===== config.mk =====
export PLATFORM = sky130hd
export DESIGN_NAME = multdiv_unit_flat
export DESIGN_NICKNAME = d
export VERILOG_FILES = /design/src/rtl/multdiv_unit_pkg.sv /design/src/rtl/multdiv_unit_if.sv /design/src/rtl/multdiv_unit_booth_step.sv /design/src/rtl/multdiv_unit.sv /design/src/flat_wrapper.sv
export SDC_FILE = /design/constraint.sdc
export NUM_CORES = 1
export LEC_CHECK = 0
export ABC_AREA = 0
export CORE_ASPECT_RATIO = 0.5
export CORE_MARGIN = 2
export CORE_UTILIZATION = 45
export CTS_BUF_LIST = sky130_fd_sc_hd__clkbuf_4
export CTS_CLUSTER_SIZE = 10
export DETAILED_ROUTE_END_ITERATION = 10
export PLACE_DENSITY = 0.72
export SLEW_MARGIN = 20
export SYNTH_ARGS = -nofsm -noshare
export SYNTH_HDL_FRONTEND = slang
export SYNTH_SLANG_ARGS = --single-unit

===== constraint.sdc =====
create_clock -name clock -period 8.79 [get_ports clock]
set_clock_uncertainty 0.2 [all_clocks]
set_input_delay 2.637 -clock clock [delete_from_list [all_inputs] [get_ports clock]]
set_output_delay 2.637 -clock clock [all_outputs]
set_load 0.05 [all_outputs]

===== src/rtl/multdiv_unit_pkg.sv =====
// Shared types and constants for the multi-cycle multiply/divide unit.
package multdiv_unit_pkg;

    localparam int MD_WIDTH   = 32;
    localparam int MD_ITER    = 32;
    localparam int MD_LATENCY = 33;
    localparam int MD_CNT_W   = 6;

    typedef enum logic [1:0] {
        MD_IDLE = 2'd0,
        MD_MULT = 2'd1,
        MD_DIV  = 2'd2,
        MD_DONE = 2'd3
    } md_state_t;

    typedef enum logic {
        OP_MUL = 1'b0,
        OP_DIV = 1'b1
    } md_op_t;

    typedef enum logic [1:0] {
        BO_NONE = 2'd0,
        BO_ADD  = 2'd1,
        BO_SUB  = 2'd2
    } booth_op_t;

    function automatic booth_op_t booth_recode(input logic q0, input logic qm1);
        booth_op_t op;
        op = BO_NONE;
        unique case ({q0, qm1})
            2'b01:   op = BO_ADD;
            2'b10:   op = BO_SUB;
            default: op = BO_NONE;
        endcase
        return op;
    endfunction

    function automatic logic [MD_WIDTH-1:0] md_abs(input logic [MD_WIDTH-1:0] x);
        return x[MD_WIDTH-1] ? -x : x;
    endfunction

endpackage


===== src/rtl/multdiv_unit_if.sv =====
// Operand, control and result bundle between execute stage and multdiv unit.
interface multdiv_unit_if #(
    parameter int WIDTH = 32
) ();

    logic [WIDTH-1:0] data_operandA;
    logic [WIDTH-1:0] data_operandB;
    logic             ctrl_MULT;
    logic             ctrl_DIV;
    logic [WIDTH-1:0] data_result;
    logic             data_exception;
    logic             data_resultRDY;
    logic             busy;

    modport master (
        output data_operandA,
        output data_operandB,
        output ctrl_MULT,
        output ctrl_DIV,
        input  data_result,
        input  data_exception,
        input  data_resultRDY,
        input  busy
    );

    modport slave (
        input  data_operandA,
        input  data_operandB,
        input  ctrl_MULT,
        input  ctrl_DIV,
        output data_result,
        output data_exception,
        output data_resultRDY,
        output busy
    );

endinterface


===== src/rtl/multdiv_unit_booth_step.sv =====
// One radix-2 Booth iteration: recode {Q0,Q-1}, add/sub, arithmetic shift.
module booth_step
    import multdiv_unit_pkg::*;
#(
    parameter int WIDTH = MD_WIDTH
) (
    input  logic [2*WIDTH:0] i_prod,
    input  logic             i_qm1,
    input  logic [WIDTH:0]   i_mcand,
    output logic [2*WIDTH:0] o_prod,
    output logic             o_qm1
);

    logic [WIDTH:0] w_acc;
    logic [WIDTH:0] w_sum;
    booth_op_t      w_op;

    assign w_acc = i_prod[2*WIDTH:WIDTH];
    assign w_op  = booth_recode(i_prod[0], i_qm1);

    always_comb begin
        w_sum = w_acc;
        unique case (w_op)
            BO_ADD:  w_sum = w_acc + i_mcand;
            BO_SUB:  w_sum = w_acc - i_mcand;
            default: w_sum = w_acc;
        endcase
    end

    assign o_prod = {w_sum[WIDTH], w_sum, i_prod[WIDTH-1:1]};
    assign o_qm1  = i_prod[0];

endmodule


===== src/rtl/multdiv_unit.sv =====
// Multi-cycle signed multiply (Booth) / divide (restoring) unit, 32 iterations.
module multdiv_unit
    import multdiv_unit_pkg::*;
#(
    parameter int WIDTH = MD_WIDTH,
    parameter int ITER  = MD_ITER
) (
    input  logic         clock,
    input  logic         reset,
    multdiv_unit_if.slave bus
);

    md_state_t          r_state;
    md_state_t          w_next;
    md_op_t             r_op;
    logic [MD_CNT_W-1:0] r_cnt;

    logic [2*WIDTH:0]   r_prod;
    logic               r_qm1;
    logic [WIDTH:0]     r_mcand;
    logic [2*WIDTH:0]   w_prod_nx;
    logic               w_qm1_nx;

    logic [WIDTH-1:0]   r_quo;
    logic [WIDTH-1:0]   r_rem;
    logic [WIDTH-1:0]   r_dvsr;
    logic               r_neg;
    logic               r_dz;
    logic               r_ovf;

    logic [WIDTH-1:0]   r_result;
    logic               r_exc;
    logic               r_rdy;

    logic               w_start;
    logic               w_last;
    logic [WIDTH:0]     w_rem_sh;
    logic [WIDTH+1:0]   w_diff;
    logic               w_ge;
    logic [WIDTH:0]     w_hi;
    logic               w_mul_exc;
    logic [WIDTH-1:0]   w_min;

    assign w_start = bus.ctrl_MULT | bus.ctrl_DIV;
    assign w_last  = (r_cnt == MD_CNT_W'(ITER - 1));
    assign w_min   = {1'b1, {(WIDTH-1){1'b0}}};

    booth_step #(.WIDTH(WIDTH)) u_booth (
        .i_prod  (r_prod),
        .i_qm1   (r_qm1),
        .i_mcand (r_mcand),
        .o_prod  (w_prod_nx),
        .o_qm1   (w_qm1_nx)
    );

    // remainder never reaches 2^WIDTH, so bit WIDTH of a non-negative diff is 0
    assign w_rem_sh = {r_rem, r_quo[WIDTH-1]};
    assign w_diff   = {1'b0, w_rem_sh} - {2'b00, r_dvsr};
    assign w_ge     = ~|w_diff[WIDTH+1:WIDTH];

    assign w_hi      = r_prod[2*WIDTH-1:WIDTH-1];
    assign w_mul_exc = ~(&w_hi | ~|w_hi);

    always_ff @(posedge clock or posedge reset) begin
        if (reset) begin
            r_state <= MD_IDLE;
        end else begin
            r_state <= w_next;
        end
    end

    always_comb begin
        w_next = r_state;
        if (bus.ctrl_MULT) begin
            w_next = MD_MULT;
        end else if (bus.ctrl_DIV) begin
            w_next = MD_DIV;
        end else begin
            unique case (r_state)
                MD_IDLE: w_next = MD_IDLE;
                MD_MULT: w_next = w_last ? MD_DONE : MD_MULT;
                MD_DIV:  w_next = w_last ? MD_DONE : MD_DIV;
                MD_DONE: w_next = MD_IDLE;
                default: w_next = MD_IDLE;
            endcase
        end
    end

    always_ff @(posedge clock or posedge reset) begin
        if (reset) begin
            r_op     <= OP_MUL;
            r_cnt    <= '0;
            r_prod   <= '0;
            r_qm1    <= 1'b0;
            r_mcand  <= '0;
            r_quo    <= '0;
            r_rem    <= '0;
            r_dvsr   <= '0;
            r_neg    <= 1'b0;
            r_dz     <= 1'b0;
            r_ovf    <= 1'b0;
            r_result <= '0;
            r_exc    <= 1'b0;
            r_rdy    <= 1'b0;
        end else begin
            r_rdy <= 1'b0;
            if (w_start) begin
                r_op    <= bus.ctrl_MULT ? OP_MUL : OP_DIV;
                r_cnt   <= '0;
                r_prod  <= {{(WIDTH+1){1'b0}}, bus.data_operandB};
                r_qm1   <= 1'b0;
                r_mcand <= {bus.data_operandA[WIDTH-1], bus.data_operandA};
                r_quo   <= md_abs(bus.data_operandA);
                r_rem   <= '0;
                r_dvsr  <= md_abs(bus.data_operandB);
                r_neg   <= bus.data_operandA[WIDTH-1] ^ bus.data_operandB[WIDTH-1];
                r_dz    <= (bus.data_operandB == '0);
                r_ovf   <= (bus.data_operandA == w_min) && (&bus.data_operandB);
            end else begin
                unique case (r_state)
                    MD_MULT: begin
                        r_prod <= w_prod_nx;
                        r_qm1  <= w_qm1_nx;
                        r_cnt  <= r_cnt + 1'b1;
                    end
                    MD_DIV: begin
                        r_rem <= w_ge ? w_diff[WIDTH-1:0] : w_rem_sh[WIDTH-1:0];
                        r_quo <= {r_quo[WIDTH-2:0], w_ge};
                        r_cnt <= r_cnt + 1'b1;
                    end
                    MD_DONE: begin
                        r_rdy <= 1'b1;
                        if (r_op == OP_MUL) begin
                            r_result <= r_prod[WIDTH-1:0];
                            r_exc    <= w_mul_exc;
                        end else if (r_dz) begin
                            r_result <= '0;
                            r_exc    <= 1'b1;
                        end else begin
                            r_result <= r_neg ? -r_quo : r_quo;
                            r_exc    <= r_ovf;
                        end
                    end
                    default: ;
                endcase
            end
        end
    end

    assign bus.data_result    = r_result;
    assign bus.data_exception = r_exc;
    assign bus.data_resultRDY = r_rdy;
    assign bus.busy           = (r_state != MD_IDLE);

endmodule


===== src/flat_wrapper.sv =====
// flat-port wrapper written by rule: the top's interface ports become plain ports
module multdiv_unit_flat import multdiv_unit_pkg::*;
#(
    parameter int WIDTH = MD_WIDTH,
    parameter int ITER  = MD_ITER
)
  (clock, reset, bus_data_operandA, bus_data_operandB, bus_ctrl_MULT, bus_ctrl_DIV, bus_data_result, bus_data_exception, bus_data_resultRDY, bus_busy);
  multdiv_unit_if #(.WIDTH(WIDTH)) bus_i ();
  input  logic clock;
  input  logic reset;
  input wire logic [$bits(bus_i.data_operandA)-1:0] bus_data_operandA;
  input wire logic [$bits(bus_i.data_operandB)-1:0] bus_data_operandB;
  input wire logic [$bits(bus_i.ctrl_MULT)-1:0] bus_ctrl_MULT;
  input wire logic [$bits(bus_i.ctrl_DIV)-1:0] bus_ctrl_DIV;
  output wire logic [$bits(bus_i.data_result)-1:0] bus_data_result;
  output wire logic [$bits(bus_i.data_exception)-1:0] bus_data_exception;
  output wire logic [$bits(bus_i.data_resultRDY)-1:0] bus_data_resultRDY;
  output wire logic [$bits(bus_i.busy)-1:0] bus_busy;
  assign bus_i.data_operandA = bus_data_operandA;
  assign bus_i.data_operandB = bus_data_operandB;
  assign bus_i.ctrl_MULT = bus_ctrl_MULT;
  assign bus_i.ctrl_DIV = bus_ctrl_DIV;
  assign bus_data_result = bus_i.data_result;
  assign bus_data_exception = bus_i.data_exception;
  assign bus_data_resultRDY = bus_i.data_resultRDY;
  assign bus_busy = bus_i.busy;
  multdiv_unit #(.WIDTH(WIDTH), .ITER(ITER)) u_core (.clock(clock), .reset(reset), .bus(bus_i));
endmodule

==> qor.yml, run 1 <==
status: "finished, final reports clean"
synth_nets: 2148
crit_path_top_delay_cell: "or4_1"
synth_top_cell_by_area: "dfrtp_1"
cts_tree: "done"
initial_core_util_pct: 45.3
worstPathArrival_ns: 6.00
die_y_um: 141
vias_per_cell: 5.75
cts_buffer_depth: 3
wl_um: 45900
cts-root-buf: "clkbuf_4"
synth_edf_count: 0
yosysMostFrequentCell: "nand2_1"
p_leak_nw: 8.02
yosys-top-cells-area: "dfrtp_1 (36%), nand2_1 (6.2%), o21ai_0 (5.6%)"
grt_pass1_wl_um: 75200
dp_hpwl_um: 33000
clkTransAtPathRegs_ns: 0.07
ys_seq_area_share_pct: 35.5
register_area_um2: 5980
cts_hold_buf: 0
synth_seq_cells: 239
grt_pass1_vias: 14105
power.total_w: 0.00335
end_kind: "register"
hold_ws_ns: 0.280
synthArstFlopShare_pct: 100
rsz0062_at_grt: "false"
synth-adder-area-share_pct: 5.81
clk_latency_ns: 0.77
cts_num_sinks: 239
hold_violations: 0
critPathMaxStageDelay_ns: 0.57
p_per_area_nw_per_um2: 177
wl_per_cell_um: 17.7
grt.overflow.total: 0
max_slew.worst_pin.slew_ns: 1.05
finalSetupTns_ns: 0
globalplace.congestion: 0.904
die_w_um: 278
synth-compound-area-share_pct: 21.3
post_cts_buffers: 0
synth_top_area_share_pct: 35.5
rows: 50
antenna_left: 0
multi_input_area_um2: 10100
grt_max_degree: 200
post-place-ws_ns: 2.93
drtPass1Iterations: 5
layout-drive-gt1-share_pct: 6.42
worstPathRequired_ns: 9.26
synthToLayoutAreaGrowth_pct: 12.0
synth-simple-area-share_pct: 18.6
start_kind: "register"
synth.distinct_cells: 76
hold_path.class: "reg -> reg"
drc: 0
crit_chain: "or4_1 -> nor3_1 -> nor3b_1 -> nand2_1 -> nor2_1 -> nor2_1 -> xnor2_1 -> ha_1 -> nand4_1 -> or3_1 -> a221o_1 -> a21oi_1 -> and3_1 -> o22ai_1 -> xor2_1 -> nor3b_1 -> mux2i_1"
synthFlopType: "dfrtp_1"
synthCells: 2003
layout_setup_ws_ns: 3.26
fillers: 3568
numCtsBuffers: 58
crit_type: "reg -> reg"
period_share_pct: 62.9
drt_iter0_markers: 1215
relSlewSlack_pct: 30.0
vias: 14944
htree_levels: 2
synthXorXnorAreaFrac_pct: 8.94
grt_usage_pct: 23.6
crit_fanout: 7
final_nets: 2208
netlist_area_um2: 16800
syn_avg_cell_area_um2: 8.41
finalCriticalPeriod_ns: 5.53
setup_violations: 0
slew_viol_final: 0
instances_no_fill: 2598
synthMuxAreaShare_pct: 5.36
synth_top_family_by_area: "compound AO/OA/AOI/OAI gates"
dp.cells: 2497
io_pins: 103
max-vdd-ir-drop_v: 0.0000775
cts_resized: 0
yosys_warnings: 0
yosys-top-cells-count: "nand2_1 (277), dfrtp_1 (239), o21ai_0 (188), a21oi_1 (174), nor2_1 (150)"
io_buffers: 102
antenna_found_initial: 4
dieArea_um2: 39100
core_um2: 37200
max_freq_ghz: 0.181
max_cap_violations: 0
[layout make-up]
cell class | count | area share, %
clock buffer | 76 | 3.02
antenna | 1 | 0.0133
inverter | 71 | 1.43
sequential | 239 | 31.7
timing repair buffer | 114 | 6.09
multi-input combinational | 1579 | 53.8
clock inverter | 24 | 0.657
tap | 494 | 3.28
[stage by stage]
stage	utilization (%)	cell area, um2
finish	50.8	18900
global route	50.8	18900
CTS	50.8	18900
detailed placement	48.9	18200
global placement	48.9	18200
floorplan	-	16800
[logic make-up after synthesis]
| logic type | Yosys count |
|---|---|
| mux | 90 |
| xor+xnor | 172 |
| fa+ha+maj | 77 |
| simple gates | 655 |
| compound gates | 585 |
| flops | 239 |
| buf+inv | 185 |
[worst max-delay path: cells and delay by family, from the launching register on]
| kind | cells | cell delay, ns |
|---|---|---|
| XOR/XNOR | 2 | 0.34 |
| adder cells (fa/ha/maj) | 1 | 0.40 |
| AND/OR/NAND/NOR | 10 | 3.06 |
| multiplexers | 1 | 0.24 |
| AO/OA/AOI/OAI | 3 | 0.75 |
| flip-flops | 1 | 0.46 |
[layer usage]
metal	part of all wire [%]	wire (um)	GRT usage, %	vias up
met3	4.4	2010	3.38	100
met1	45	20500	31.2	7178
met4	3.6	1670	9.10	0
li1	-	-	-	7327
met5	0	0	0	-
met2	47	21700	39.3	339
[path summary, 6_finish.rpt]
check | start | end | slack (ns) | cells past startpoint
worst min register to register | u_core.bus.data_result[16]$_DFFE_PP0P_ | u_core.bus.data_result[16]$_DFFE_PP0P_ | 0.28 | 2
max in group asynchronous | reset | u_core.r_prod[11]$_DFFE_PP0P_ | 5.00 | 3
worst max register to register | u_core.r_mcand[6]$_DFFE_PP0N_ | u_core.r_prod[63]$_DFFE_PP0P_ | 3.26 | 17
worst max-delay path | u_core.r_mcand[6]$_DFFE_PP0N_ | u_core.r_prod[63]$_DFFE_PP0P_ | 3.26 | 17
worst min-delay path | u_core.bus.data_result[16]$_DFFE_PP0P_ | u_core.bus.data_result[16]$_DFFE_PP0P_ | 0.28 | 2
min in group asynchronous | reset | u_core.bus.data_result[6]$_DFFE_PP0P_ | 2.23 | 2
[cells in the final DEF (no fill, tap or decap), types with 16 or more instances in the layout]
cell / synthesis / final
o21ai_0: 188 / 188
mux2i_1: 89 / 89
nor2b_1: 18 / 18
o31ai_1: 28 / 28
or4_1: 17 / 17
clkdlybuf4s50_1: 0 / 102
a21o_1: 28 / 28
nor2_1: 150 / 148
ha_1: 75 / 72
a31oi_1: 29 / 29
nand2b_1: 17 / 17
a211oi_1: 17 / 17
nor3_1: 36 / 36
xnor2_1: 103 / 103
nand2_1: 277 / 277
a21oi_1: 174 / 174
nor4_1: 22 / 22
xor2_1: 69 / 69
or3_1: 16 / 16
clkinv_1: 1 / 16
clkbuf_4: 0 / 76
a221oi_1: 23 / 23
inv_1: 70 / 69
nand4_1: 28 / 28
dfrtp_1: 239 / 239
[power breakdown]
part / switching, W / internal (W)
Sequential: 0.000129 / 0.00122
Combinational: 0.000661 / 0.000412
Clock: 0.000496 / 0.000432
Total: 0.00129 / 0.00206
[registers in the layout (all words and copies together), names as in the netlist]
name                       flops
u_core.r_dvsr                 32
u_core.bus.data_result        32
u_core.r_cnt                   6
u_core.r_mcand                32
u_core.r_quo                  32
u_core.r_prod                 64
u_core.bus.data_resultRDY      1
u_core.r_op                    1
u_core.r_neg                   1
u_core.r_rem                  32
u_core.r_state                 2
u_core.bus.data_exception      1
u_core.r_ovf                   1
u_core.r_qm1                   1
u_core.r_dz                    1
(Power assumes the default switching activity.)
==> inputs of run 2 (changes only) <==
clock period = 4.6 ns   (was 8.79 ns; I/O delays follow)
==> run 2 against run 1 <==
Non-clock buffer count grew 70. Maximum frequency grew 27%. Via count grew 1.7%. Worst setup slack lost 3.0 ns. Final cell count grew 2.9%. Count of clock-buffer cells in the layout grew 3. Sequential power grew 90%. Routed wire length grew 1.4%. Register-to-register slack lost 3.0 ns.
==> qor.yml, run 2 (synthesized netlist as in run 1, its figures left out) <==
status: "finished, final reports clean"
vias: 15199
rr_worst_depth: 18
slew_viol_final: 0
reg2reg_to: "u_core.r_prod[63]$_DFFE_PP0P_"
clkTransAtPathRegs_ns: 0.08
dp.cells: 2567
hold_violations: 0
grt_pass1_vias: 14293
layout-drive-gt1-share_pct: 9.78
wl_per_cell_um: 17.4
vias_per_cell: 5.69
core_um2: 37200
hold_path.class: "reg -> reg"
final_cell_mix: "nand2_1 (277), dfrtp_1 (239), o21ai_0 (188)"
numCtsBuffers: 59
drtPass1Iterations: 6
max_freq_ghz: 0.229
holdCritStartpoint: "u_core.r_dvsr[22]$_DFFE_PP0N_"
hold_depth: 2
instances_no_fill: 2673
cts_hold_buf: 0
cts_tree: "done"
period_share_pct: 94.9
die_w_um: 278
grt.overflow.total: 0
max_cap_violations: 0
worstPathRequired_ns: 5.07
crit_fanout: 5
io_buffers: 102
grt_usage_pct: 23.7
relSlewSlack_pct: 34.2
grt_max_degree: 102
max_slew.worst_pin.slew_ns: 0.987
die_y_um: 141
p_per_area_nw_per_um2: 334
final_nets: 2279
crit_type: "reg -> reg"
worstPathArrival_ns: 4.84
hold_path_end: "u_core.r_dvsr[22]$_DFFE_PP0N_"
finalSetupTns_ns: 0
cts_num_sinks: 239
antenna_left: 0
r2r_start: "u_core.r_mcand[6]$_DFFE_PP0N_"
synthToLayoutAreaGrowth_pct: 15.7
antenna_found_initial: 1
grt_pass1_wl_um: 75500
dieArea_um2: 39100
top_register: "u_core.r_prod"
final_common_cell: "nand2_1"
max-vdd-ir-drop_v: 0.000152
start_kind: "register"
dp_hpwl_um: 33900
largest_reg_flops: 64
cts_buffer_depth: 3
rows: 50
drc: 0
htree_levels: 2
cts-root-buf: "clkbuf_4"
globalplace.congestion: 0.919
clk_latency_ns: 0.78
regToRegSetupSlack_ns: 0.23
wl_um: 46500
finalCriticalPeriod_ns: 4.37
initial_core_util_pct: 45.3
end_kind: "register"
setup_violations: 0
drt_iter0_markers: 1048
p_leak_nw: 8.40
io_pins: 103
run 2: worst max-delay path, cell delays in order (launching register included):
cell,delay [ns]
dfrtp_1,0.38
or4_1,0.58
nor3_2,0.15
buf_4,0.14
nand3b_1,0.12
buf_4,0.17
nor3_4,0.20
a21oi_1,0.12
xnor2_1,0.15
ha_1,0.25
a21o_1,0.20
a21o_1,0.17
a221o_1,0.39
a31oi_1,0.28
nand2_1,0.09
o22ai_1,0.17
xor2_1,0.10
nor3b_2,0.19
mux2i_1,0.22
run 2: timing repair:
item                       4_1_cts  5_1_grt
setup buffers                    0        0
setup endpoints to repair        0        9
resized for setup                0       10
run 2: per-stage QoR:
| stage | setup slack, ns | instance area, um2 | hold slack, ns | power (W) | util, % |
|---|---|---|---|---|---|
| detailed placement | 0.131 | 18700 | 0.269 | 0.00470 | 50.4 |
| finish | 0.234 | 19500 | 0.277 | 0.00650 | 52.4 |
| CTS | 0.0762 | 19400 | 0.285 | 0.00653 | 52.3 |
| global route | -0.0516 | 19500 | 0.297 | 0.00688 | 52.4 |
| floorplan | -0.114 | 16800 | 0.242 | 0.00401 | - |
| global placement | 0.154 | 18700 | 0.261 | 0.00467 | 50.4 |
run 2: worst max path at each step:
stage / startpoint / end / slack, ns / cells past startpoint
6_report: u_core.r_mcand[6]$_DFFE_PP0N_ / u_core.r_prod[63]$_DFFE_PP0P_ / 0.23 / 18
5_1_grt: u_core.r_mcand[6]$_DFFE_PP0N_ / u_core.r_prod[56]$_DFFE_PP0P_ / -0.05 / 18
4_1_cts: u_core.r_mcand[6]$_DFFE_PP0N_ / u_core.r_prod[63]$_DFFE_PP0P_ / 0.08 / 18
3_5_place_dp: bus_data_operandB[9] / u_core.r_dvsr[29]$_DFFE_PP0N_ / 0.13 / 9
3_3_place_gp: u_core.r_mcand[6]$_DFFE_PP0N_ / u_core.r_prod[61]$_DFFE_PP0P_ / 0.15 / 18
2_1_floorplan: reset / u_core.bus.data_exception$_DFFE_PP0P_ / -0.11 / 1
run 2: final cells by class:
| type | count | area [um2] |
|---|---|---|
| Fill cell | 3563 | 17700 |
| Multi-Input combinational cell | 1579 | 10200 |
| Sequential cell | 239 | 5980 |
| Timing Repair Buffer | 184 | 1700 |
| Tap cell | 494 | 618 |
| Clock buffer | 79 | 593 |
| Inverter | 71 | 270 |
| Clock inverter | 26 | 130 |
| Antenna cell | 1 | 2.50 |
run 2: report_power, final:
group	internal (W)	switching, W
registers	0.00232	0.000243
logic	0.000841	0.00128
clock network	0.000854	0.000956
total	0.00402	0.00248
run 2: per-layer routing:
metal	share of wire [%]	up-vias	GRT usage [%]	wire, um
met5	0	-	0	0
met4	3.2	0	8.62	1510
met3	5.1	94	3.68	2380
met2	47	432	39.8	21800
met1	45	7192	31.2	20900
li1	-	7481	-	-
==> inputs of run 3 (changes only) <==
PLACE_DENSITY = 0.69   (was 0.72)
clock period = 4.28 ns   (was 4.6 ns; I/O delays follow)
==> run 3 against run 2 <==
The flow now finishes with violations (negative setup slack). Register-to-register slack lost 0.28 ns. Non-clock buffer count grew 48. Critical path depth shrank 2. Maximum frequency grew 0.90%. Critical endpoint unchanged. Largest power group unchanged. Routed wire length grew 2.3%. Via count grew 0.38%.
==> qor.yml, run 3 (synthesized netlist as in run 1, its figures left out) <==
rows: 50
final_nets: 2326
rsz0062_at_grt: "true"
start_kind: "register"
globalplace.congestion: 0.896
p_leak_nw: 8.64
hold_ws_ns: 0.278
fin_area_um2: 20000
initial_core_util_pct: 45.3
htree_levels: 2
dpl-instance-area_um2: 19100
antenna_found_initial: 1
worstPathArrival_ns: 4.79
p_per_area_nw_per_um2: 349
p_sw_w: 0.00265
drc: 0
relSlewSlack_pct: 42.2
antenna_left: 0
swShare_pct: 38.1
layout-drive-gt1-share_pct: 12.6
crit_path_top_delay_cell: "or4_4"
p_comb_share_pct: 34.0
rr_worst_depth: 16
crit_chain: "or4_4 -> nor3_4 -> nor3b_4 -> nor2_2 -> xnor2_1 -> ha_1 -> buf_4 -> nand3_2 -> or3_1 -> a221o_1 -> a21oi_2 -> and3_4 -> o22ai_1 -> xor2_1 -> nor3b_2 -> mux2i_1"
max_slew.worst_pin.slew_ns: 0.867
cp.depth: 16
cts_tree: "done"
hold_path.class: "reg -> reg"
seqPwrFrac_pct: 39.8
die_w_um: 278
layout_setup_ws_ns: -0.0475
cts-root-buf: "clkbuf_4"
dp_hpwl_um: 34500
end_kind: "register"
crit_type: "reg -> reg"
power.total_w: 0.00696
power.share.clock_pct: 26.2
wl_um: 47600
grt_pass1_wl_um: 75900
max_cap_violations: 0
grt_pass1_vias: 14467
drt_iter0_markers: 1269
fin_util_pct: 53.7
cts_buffer_depth: 3
hold_depth: 2
slew_viol_final: 0
finalCriticalPeriod_ns: 4.33
cp_top_family: "simple AND/OR/NAND/NOR gates"
top_register: "u_core.r_prod"
die_y_um: 141
violations: "negative setup slack"
status: "finished with violations"
max_freq_ghz: 0.231
cts_num_sinks: 239
clkTransAtPathRegs_ns: 0.07
crit_buf_inv: 1
worstPathRequired_ns: 4.75
io_pins: 103
setup_violations: 1
numCtsBuffers: 58
io_buffers: 102
vias_per_cell: 5.63
hold_violations: 0
dieArea_um2: 39100
period_share_pct: 101
drtPass1Iterations: 5
wl_per_cell_um: 17.6
grt_max_degree: 98
synthToLayoutAreaGrowth_pct: 18.4
core_um2: 37200
grt.overflow.total: 0
final_cell_mix: "nand2_1 (276), dfrtp_1 (239), o21ai_0 (186)"
critPathMaxStageDelay_ns: 0.58
vias: 15257
crit_fanout: 4
largest_reg_flops: 64
final_common_cell: "nand2_1"
internal_power_w: 0.00431
grt_usage_pct: 23.8
max-vdd-ir-drop_v: 0.000170
clk_latency_ns: 0.76
## run 3: changes by cell type in the layout (fill, tap and decap cells not counted), sizes merged
cell,change
buf,+48
bufinv,-1
clkinv,-10
## run 3: power groups by stage
stage	clock network [W]	registers [W]	logic (W)
final	0.00183	0.00277	0.00237
after global routing	0.00201	0.00279	0.00258
after CTS	0.00188	0.00276	0.00233
after detailed placement	0	0.00280	0.00231
after global placement	0	0.00279	0.00228
after floorplan	0	0.00302	0.00129
## run 3: per-stage QoR
stage | setup slack (ns) | instances | setup TNS [ns]
floorplan | -0.338 | 2003 | -80.74
global placement | -0.0225 | 2612 | -0.0304
detailed placement | -0.0973 | 2612 | -0.442
CTS | -0.000143 | 2706 | -0.000143
global route | -0.229 | 2710 | -1.12
finish | -0.0475 | 2710 | -0.0475
## run 3: worst register-to-register path, delay by kind of cell (launching register included)
| family | cells | cell delay [ns] |
|---|---|---|
| buffers and inverters | 1 | 0.15 |
| xor gates and xnor gates | 2 | 0.33 |
| AOI/OAI and AO/OA | 3 | 0.57 |
| adders and majority gates | 1 | 0.35 |
| muxes | 1 | 0.19 |
| DFF | 1 | 0.39 |
| and+or+nand+nor | 8 | 2.06 |
## run 3: worst paths after layout
check	to	start	slack, ns
setup / recovery	u_core.r_prod[63]$_DFFE_PP0P_	u_core.r_mcand[8]$_DFFE_PP0N_	-0.05
setup reg to reg	u_core.r_prod[63]$_DFFE_PP0P_	u_core.r_mcand[8]$_DFFE_PP0N_	-0.05
hold reg to reg	u_core.r_dvsr[23]$_DFFE_PP0N_	u_core.r_dvsr[23]$_DFFE_PP0N_	0.28
min in group asynchronous	u_core.bus.data_result[4]$_DFFE_PP0P_	reset	0.65
max in group asynchronous	u_core.r_dvsr[21]$_DFFE_PP0N_	reset	2.56
hold / removal	u_core.r_dvsr[23]$_DFFE_PP0N_	u_core.r_dvsr[23]$_DFFE_PP0N_	0.28
## run 3: layer usage
| metal | up-vias | GRT usage [%] | routed length (um) |
|---|---|---|---|
| met3 | 107 | 3.66 | 2160 |
| met4 | 0 | 10.3 | 1710 |
| li1 | 7568 | - | - |
| met5 | - | 0 | 0 |
| met2 | 355 | 39.3 | 22400 |
| met1 | 7227 | 31.4 | 21400 |
## run 3: what timing repair did
| action | in CTS | in global routing |
|---|---|---|
| endpoints found under the hold margin | 0 | 0 |
| setup buffers | 0 | 3 |
| hold buffers | 0 | 0 |
| pin swaps | 1 | 26 |
| resized for setup | 12 | 24 |
| setup endpoints to repair | 7 | 14 |
## run 3: final cells by class
cell class | count | area, um2
Antenna cell | 1 | 2.50
Clock buffer | 79 | 593
Clock inverter | 15 | 62.6
Fill cell | 3477 | 17200
Inverter | 71 | 270
Multi-Input combinational cell | 1579 | 10300
Sequential cell | 239 | 5980
Tap cell | 494 | 618
Timing Repair Buffer | 232 | 2110
